<file path="config.mk">
export PLATFORM = sky130hd
export DESIGN_NAME = program_loader
export DESIGN_NICKNAME = d
export VERILOG_FILES = /design/src/rtl/program_loader.sv
export SDC_FILE = /design/constraint.sdc
export NUM_CORES = 1
export LEC_CHECK = 0
export BUFFER_PORTS_ARGS = -buffer_cell sky130_fd_sc_hd__buf_2
export CORE_AREA = 2 2 83 85
export CTS_CLUSTER_DIAMETER = 100
export DETAILED_ROUTE_END_ITERATION = 8
export DIE_AREA = 0 0 85 87
export MAX_ROUTING_LAYER = met4
export PLACE_DENSITY = 0.71
export SETUP_SLACK_MARGIN = 0.3
export SKIP_LAST_GASP = 1
export SYNTH_ARGS = -nofsm -noshare
export SYNTH_HDL_FRONTEND = slang
export SYNTH_SLANG_ARGS = --single-unit
</file>
<file path="constraint.sdc">
create_clock -name clk -period 2.2 [get_ports clk]
set_input_delay 0.33 -clock clk [delete_from_list [all_inputs] [get_ports clk]]
set_output_delay 0.33 -clock clk [all_outputs]
set_load 0.1 [all_outputs]
</file>
<file path="src/rtl/program_loader.sv">
// Framed byte-stream loader for the 256-byte instruction memory.
// Frame: SYNC, start address, length (0 = 256), payload, checksum; holds the CPU while loading or after an error.
module program_loader #(
    parameter logic [7:0] SYNC_BYTE = 8'hA5,
    parameter int         TIMEOUT   = 1000
) (
    input  logic       clk,
    input  logic       rst,
    input  logic       rx_valid,
    input  logic [7:0] rx_data,
    output logic       rx_ready,
    output logic       mem_we,
    output logic [7:0] mem_addr,
    output logic [7:0] mem_wdata,
    output logic       cpu_hold,
    output logic       busy,
    output logic       done,
    output logic       err
);

    typedef enum logic [2:0] {
        ST_IDLE = 3'd0,
        ST_ADDR = 3'd1,
        ST_LEN  = 3'd2,
        ST_DATA = 3'd3,
        ST_CSUM = 3'd4
    } state_t;

    localparam logic [15:0] TMO_LIMIT = 16'(TIMEOUT);

    // Modular byte sum used for the frame checksum.
    function automatic logic [7:0] csum_add(input logic [7:0] acc, input logic [7:0] b);
        csum_add = acc + b;
    endfunction

    state_t      state_r, state_s;
    logic [7:0]  addr_ptr_r, addr_ptr_s;
    logic [8:0]  remain_r, remain_s;
    logic [7:0]  sum_r, sum_s;
    logic        err_flag_r, err_flag_s;
    logic [15:0] tmo_cnt_r, tmo_cnt_s;
    logic        rx_ready_r;
    logic        mem_we_r, mem_we_s;
    logic [7:0]  mem_addr_r, mem_addr_s;
    logic [7:0]  mem_wdata_r, mem_wdata_s;
    logic        done_r, done_s;
    logic        err_r, err_s;
    logic        busy_r, cpu_hold_r;
    logic        accept_s;

    assign accept_s = rx_valid & rx_ready_r;

    // FSM state register.
    always_ff @(posedge clk) begin
        if (rst) begin
            state_r <= ST_IDLE;
        end else begin
            state_r <= state_s;
        end
    end

    // Next-state, datapath and next-output decode.
    always_comb begin
        state_s     = state_r;
        addr_ptr_s  = addr_ptr_r;
        remain_s    = remain_r;
        sum_s       = sum_r;
        err_flag_s  = err_flag_r;
        tmo_cnt_s   = tmo_cnt_r;
        mem_we_s    = 1'b0;
        mem_addr_s  = mem_addr_r;
        mem_wdata_s = mem_wdata_r;
        done_s      = 1'b0;
        err_s       = 1'b0;

        if (state_r == ST_IDLE) begin
            tmo_cnt_s = 16'd0;
            if (accept_s && (rx_data == SYNC_BYTE)) begin
                state_s    = ST_ADDR;
                sum_s      = 8'h00;
                err_flag_s = 1'b0;
            end else begin
                state_s = ST_IDLE;
            end
        end else if (tmo_cnt_r == TMO_LIMIT) begin
            // Timeout wins over a byte arriving in the same cycle; that byte is dropped.
            err_s      = 1'b1;
            err_flag_s = 1'b1;
            tmo_cnt_s  = 16'd0;
            state_s    = ST_IDLE;
        end else if (accept_s) begin
            tmo_cnt_s = 16'd0;
            sum_s     = csum_add(sum_r, rx_data);
            case (state_r)
                ST_ADDR: begin
                    addr_ptr_s = rx_data;
                    state_s    = ST_LEN;
                end
                ST_LEN: begin
                    remain_s = (rx_data == 8'h00) ? 9'd256 : {1'b0, rx_data};
                    state_s  = ST_DATA;
                end
                ST_DATA: begin
                    mem_we_s    = 1'b1;
                    mem_addr_s  = addr_ptr_r;
                    mem_wdata_s = rx_data;
                    addr_ptr_s  = addr_ptr_r + 8'd1;
                    remain_s    = remain_r - 9'd1;
                    if (remain_r == 9'd1) begin
                        state_s = ST_CSUM;
                    end else begin
                        state_s = ST_DATA;
                    end
                end
                ST_CSUM: begin
                    if (sum_s == 8'h00) begin
                        done_s = 1'b1;
                    end else begin
                        err_s      = 1'b1;
                        err_flag_s = 1'b1;
                    end
                    state_s = ST_IDLE;
                end
                default: begin
                    state_s = ST_IDLE;
                end
            endcase
        end else begin
            tmo_cnt_s = tmo_cnt_r + 16'd1;
        end
    end

    // Frame context and registered outputs.
    always_ff @(posedge clk) begin
        if (rst) begin
            addr_ptr_r  <= 8'h00;
            remain_r    <= 9'd0;
            sum_r       <= 8'h00;
            err_flag_r  <= 1'b0;
            tmo_cnt_r   <= 16'd0;
            rx_ready_r  <= 1'b0;
            mem_we_r    <= 1'b0;
            mem_addr_r  <= 8'h00;
            mem_wdata_r <= 8'h00;
            done_r      <= 1'b0;
            err_r       <= 1'b0;
            busy_r      <= 1'b0;
            cpu_hold_r  <= 1'b0;
        end else begin
            addr_ptr_r  <= addr_ptr_s;
            remain_r    <= remain_s;
            sum_r       <= sum_s;
            err_flag_r  <= err_flag_s;
            tmo_cnt_r   <= tmo_cnt_s;
            rx_ready_r  <= 1'b1;
            mem_we_r    <= mem_we_s;
            mem_addr_r  <= mem_addr_s;
            mem_wdata_r <= mem_wdata_s;
            done_r      <= done_s;
            err_r       <= err_s;
            busy_r      <= (state_s != ST_IDLE);
            cpu_hold_r  <= (state_s != ST_IDLE) | err_flag_s;
        end
    end

    assign rx_ready  = rx_ready_r;
    assign mem_we    = mem_we_r;
    assign mem_addr  = mem_addr_r;
    assign mem_wdata = mem_wdata_r;
    assign cpu_hold  = cpu_hold_r;
    assign busy      = busy_r;
    assign done      = done_r;
    assign err       = err_r;

endmodule

</file>
Word level (Yosys, flattened, before mapping)
Index checks and enable logic that the tools add are counted.
{"block": "word_totals", "reg_bits": 67, "input_bits": 11}
{"block": "classes", "n_addsub": 4, "n_eq_ne": 9, "n_mux": 26, "bitwise_logic": 6, "reduce_logical": 16}
{"op": "two-way mux 8 bit", "n": 4}
{"op": "case mux 9 bit (2 select lines)", "n": 1}
{"op": "adder 16 x 1 -> 16 bit (second input constant)", "n": 1}
{"op": "== test 16 x 10 -> 1 bit (second input constant)", "n": 1}
{"op": "logical NOT 8 bit", "n": 2}
{"op": "case mux 8 bit (2 select lines)", "n": 1}
{"op": "two-way mux 1 bit", "n": 14}
{"op": "two-way mux 3 bit", "n": 4}
{"op": "AND reduction 4 bit", "n": 3}
{"op": "== test 9 x 1 -> 1 bit (second input constant)", "n": 1}
{"op": "two-way mux 9 bit", "n": 1}
{"op": "case mux 3 bit (3 select lines)", "n": 1}
{"op": "subtractor 9 x 1 -> 9 bit (second input constant)", "n": 1}
{"op": "adder 8 x 1 -> 8 bit (second input constant)", "n": 1}
{"op": "adder 8 bit", "n": 1}
{"op": "== test 8 bit (second input constant)", "n": 1}
{"op": "OR reduction 4 bit", "n": 2}
{"op": "== test 3 x 2 -> 1 bit (second input constant)", "n": 2}
{"op": "nonzero test 2 bit", "n": 3}
{"op": "OR reduction 5 bit", "n": 1}
{"op": "inverter 1 bit", "n": 4}
{"op": "== test 3 x 1 -> 1 bit (second input constant)", "n": 1}
{"op": "== test 3 bit (second input constant)", "n": 1}
{"op": "logical NOT 3 bit", "n": 1}
{"op": "8 further kinds", "n": 8}

Depth between registers and ports, before layout
{"block": "logic_depth", "word_depth": 8, "ltp_mapped": 11, "mapped_depth_nobuf": 8}

Worst setup path before layout
No wires, ideal clock.
{"block": "synth_timing", "path_type": "flip-flop to flip-flop", "start": "register rx_ready_r (netlist: rx_ready)", "end": "register err_flag_r", "setup_ns": 0.116, "arrival_time_ns": 2.266, "setup_slack_ns": -0.182, "stages_incl_launch_ff": 5, "path_buffers": 1, "period_less_slack_ns": 2.382, "cell_sequence": "dfxtp_1 nand2_1 or4_1 clkbuf_1 a31o_2"}
{"block": "synth_between", "elab_chain_cells": 4, "word_cells_on_any_way": 6, "cone_classes": "4 x mux; 1 x bitwise; 1 x reduce/logical"}
{"element": "start, declared", "line": "42", "text": "logic rx_ready_r;"}
{"element": "start signal, assigned", "line": "141", "text": "rx_ready_r <= 1'b0;"}
{"element": "start signal, assigned", "line": "155", "text": "rx_ready_r <= 1'b1;"}
{"element": "AND 1 bit *", "line": "51", "text": "assign accept_s = rx_valid & rx_ready_r;"}
{"element": "two-way mux 1 bit / logical AND 1 bit (equally long branches)", "line": "91, 78"}
{"element": "two-way mux 1 bit, on equally long branches", "line": "85, 78"}
{"element": "two-way mux 1 bit *", "line": "76", "text": "if (state_r == ST_IDLE) begin"}
{"element": "end signal, assigned", "line": "153", "text": "err_flag_r <= err_flag_s;"}
{"element": "end, declared", "line": "40", "text": "logic err_flag_r, err_flag_s;"}
Every way passes the cells marked *; elsewhere a longest branch is shown, timed or not.
A chain may end at the register's enable or synchronous reset.

Worst setup path in the final report
{"block": "layout_timing", "start": "register sum_r[1]", "end": "register cpu_hold_r (netlist: cpu_hold)"}
{"block": "layout_between", "elab_chain_cells": 8}
{"element": "start, declared", "line": "39", "text": "logic [7:0] sum_r, sum_s;"}
{"element": "start signal, assigned", "line": "152", "text": "sum_r <= sum_s;"}
{"element": "adder 8 bit", "line": "33", "text": "csum_add = acc + b;"}
{"element": "logical NOT 8 bit", "line": "116", "text": "if (sum_s == 8'h00) begin"}
{"element": "two-way mux 1 bit", "line": "116"}
{"element": "two-way mux 1 bit", "line": "94", "text": "case (state_r)"}
{"element": "two-way mux 1 bit", "line": "91", "text": "end else if (accept_s) begin"}
{"element": "two-way mux 1 bit", "line": "85", "text": "end else if (tmo_cnt_r == TMO_LIMIT) begin"}
{"element": "two-way mux 1 bit", "line": "76"}
{"element": "bitwise OR 1 bit", "line": "162", "text": "cpu_hold_r <= (state_s != ST_IDLE) | err_flag_s;"}
{"element": "end signal, assigned", "line": "162"}
{"element": "end, declared", "line": "48", "text": "logic busy_r, cpu_hold_r;"}
Every way passes these cells.

==> run summary <==
Final Power - 2.744 mW
clk slew on worst S/H paths - 0.08 ns
Die ar. - 7395 µm²
Synth Register Bits - 67
slowest stage cell, crit path - a311o_1
Worst-Skew Late Latency - 0.35 ns
worst setup margin - -0.1527 ns
I/O pin count - 33
CP Max Fanout - 3
failing checks - setup timing
Unique masters post-synth - 55
cells along the critical path - ha_1 -> a211oi_1 -> buf_4 -> nor4b_2 -> o21a_1 -> nor4_2 -> buf_4 -> a31oi_4 -> a311o_1
Std-Cell Rows - 30
Multi-input gate area - 2357 µm²
antenna viol nets, final - 0
worst slew pin tran - 0.6954 ns
via count - 3418
fin util - 72.74%
initial core utilization - 51.09%
Peak VDD IR - 0.7071 mV
MaxCap Viol Count - 0
register area - 1349 µm²
pre-CTS setup slack - -0.2467 ns
ant diodes - 0
Synth Cell Area - 3356 µm²
total CTS buffers - 9
unrepaired setup endpoints after global routing - yes
Worst Hold Class - in -> reg
crit-path leading delay family - compound AO/OA/AOI/OAI gates
ys async rst share - 0%
Crit Path Class - reg -> reg
DR vias/cell - 5.955
# nets final - 513
# setup viols final - 6
WP data required - 2.44 ns
H-tree depth - 3
Starting DRT DRC Count - 353
GRT Total Usage - 26.24%
largest net degree at the start of global routing - 44
Root Driver - clkbuf_8
Layout Skew - 0.01123 ns
Lkg Pwr - 1.751 nW
Clock Path Buffers - 2
CTS Sinks - 67
startpoint types - flop
dominant synthesized flop cell - dfxtp_1
fill cell count - 433
Synth area leader - dfxtp_1
Post-CTS Hold Fix Bufs - 0
Layout area overhead - 42.39%
Critical Path End Type - flop
GPL Wtd Cong - 0.8452
crit path buf inv count - 2
Core Region - 6569 µm²
Die Span Y - 87 µm
setup slack, reg-to-reg - -0.15 ns
PortBufs - 32
syn_nets - 434
Hold Vio Cnt, Final - 0
Tmin final - 2.353 ns
GR Overflow Total - 0
first-pass GRT wire length - 14950 µm
crit path DAT - 2.59 ns
area fraction of the dominant cell type after synthesis - 39.97%
fin. max-slew vios - 0
Pre-Repair DR Iteration Count - 5
antenna violations before repair - 0
Detailed Place HPWL - 5435 µm
EDFF count, synth - 0
DRC Markers - 0
most frequent CP cell - buf_4
top cells by area, synth - dfxtp_1 (40%), a21oi_1 (7.3%), nand2_1 (7.3%), ha_1 (4.5%), nor2_1 (4.5%)
syn avg cell area - 8.185 µm²
Max Freq - 425.0 MHz
vias in the first global route - 3111
hold slack - 0.2614 ns
total wire length - 9946 µm
layout cells sized above 1 - 43.72%
slew margin rel. - 53.64%
drt wl/cell - 17.33 µm
Ys Warns - 0
Power Density - 574.3 nW/µm²
chip width - 85 µm
CTS tree - yes
status - finished, violations left
Tcrit/Tclk final - 106.9%
Crit path largest cell delay - 0.33 ns
post-synthesis instance total - 410
register area share after synthesis - 39.97%
setup TNS - -0.4009 ns
[through the flow]
stage                     instances  cell area, µm²
after floorplan                 410            3450
after CTS                       570            4473
after global placement          540            3832
final                           574            4778
after global routing            574            4778
after detailed placement        540            3832
[flip-flops by register name (all words and copies together) (netlist names), 3 cells and up]
| name | flops |
|---|---|
| sum_r | 8 |
| addr_ptr_r | 8 |
| mem_wdata | 8 |
| mem_addr | 8 |
| tmo_cnt_r | 16 |
| remain_r | 9 |
| state_r | 3 |
[layout by cell type (no fill, tap or decap), drive strengths merged, types with 2 or more instances in the layout]
master and instances:
nor3b 4, nand3 20, or3 3, a31oi 4, buf 84, o211ai 2, nand2 69, nor4 4
o21ai 27, and2 4, xor2 10, and3 10, a311oi 2, nor2 40, ha 12, inv 10
a21oi 50, and4 6, or4 4, a22oi 3, a211oi 3, clkbuf 10, o21a 4, xnor2 8
nand2b 2, o22ai 2, nand4 3, o21bai 2, bufinv 4, nor3 8, dfxtp 67
[power breakdown]
part | internal [mW] | total (mW) | switching (mW) | leakage, nW
Combinational | 0.0429 | 0.127 | 0.0845 | 1.08
Clock | 0.901 | 1.40 | 0.504 | 0.133
Sequential | 1.21 | 1.21 | 0.000628 | 0.542
Total | 2.16 | 2.74 | 0.589 | 1.75
[per-layer routing]
metal  vias up  part of all wire [%]  global-route usage (%)  wire length, µm
met5         -                     0                       -                0
met4         0                   2.0                   9.235              202
met3        25                   6.1                   5.403              602
met2       134                    49                   41.12             4832
met1      1653                    43                   33.78             4308
li1       1606                     -                       -                -
[area by class of cell]
cell class	instances	area share, %
Inverter	10	0.7855
Clock inverter	6	2.854
Sequential cell	67	28.23
Tap cell	80	2.095
Multi-Input combinational cell	317	49.33
Clock buffer	10	2.880
Timing Repair Buffer	84	13.83
[cell families (layout without fill, tap and decap cells)]
group / after synthesis / after routing / synth area share (%)
AND/OR/NAND/NOR: 177 / 181 / 26.21
AO/OA/AOI/OAI: 105 / 105 / 18.27
flip-flops: 67 / 67 / 39.97
buffers and inverters: 30 / 110 / 5.779
XOR/XNOR: 18 / 18 / 4.698
adder cells (fa/ha/maj): 13 / 13 / 5.071
[worst register-to-register path: cells and delay by family (launching register included)]
kind / cells / cell delay, ns
and+or+nand+nor: 2 / 0.35
adders and majority gates: 1 / 0.26
buffers and inverters: 2 / 0.37
AOI/OAI and AO/OA: 4 / 0.93
DFF: 1 / 0.32
[final timing paths]
path	start	endpoint	depth (start not counted)
worst max register to register	sum_r[1]$_SDFFE_PP0P_	cpu_hold$_SDFF_PP0_	9
worst min register to register	mem_wdata[3]$_SDFFE_PP0P_	mem_wdata[3]$_SDFFE_PP0P_	2
worst min-delay path	rst	rx_ready$_DFF_P_	2
worst max-delay path	sum_r[1]$_SDFFE_PP0P_	cpu_hold$_SDFF_PP0_	9
[synth_stat cells, types with 4 or more instances]
cell and instances:
xor2_1 10, a31oi_1 4, a21oi_1 49, nor3b_1 4, nor3_1 8, nand2_1 65
inv_1 10, and3_1 6, nor4_1 4, ha_1 12, or4_1 4, clkbuf_8 4
nand3_1 19, o21ai_0 27, clkbuf_1 8, o21a_1 4, dfxtp_1 67, nor2_1 40
xnor2_1 8
[repair_timing]
item / in CTS / in global routing
cloned: 7 / 0
endpoints found under the setup margin: 65 / 66
pin swaps: 34 / 31
gates resized for setup: 65 / 72
setup buffers: 7 / 4
Power figures use the tool's default switching activity.
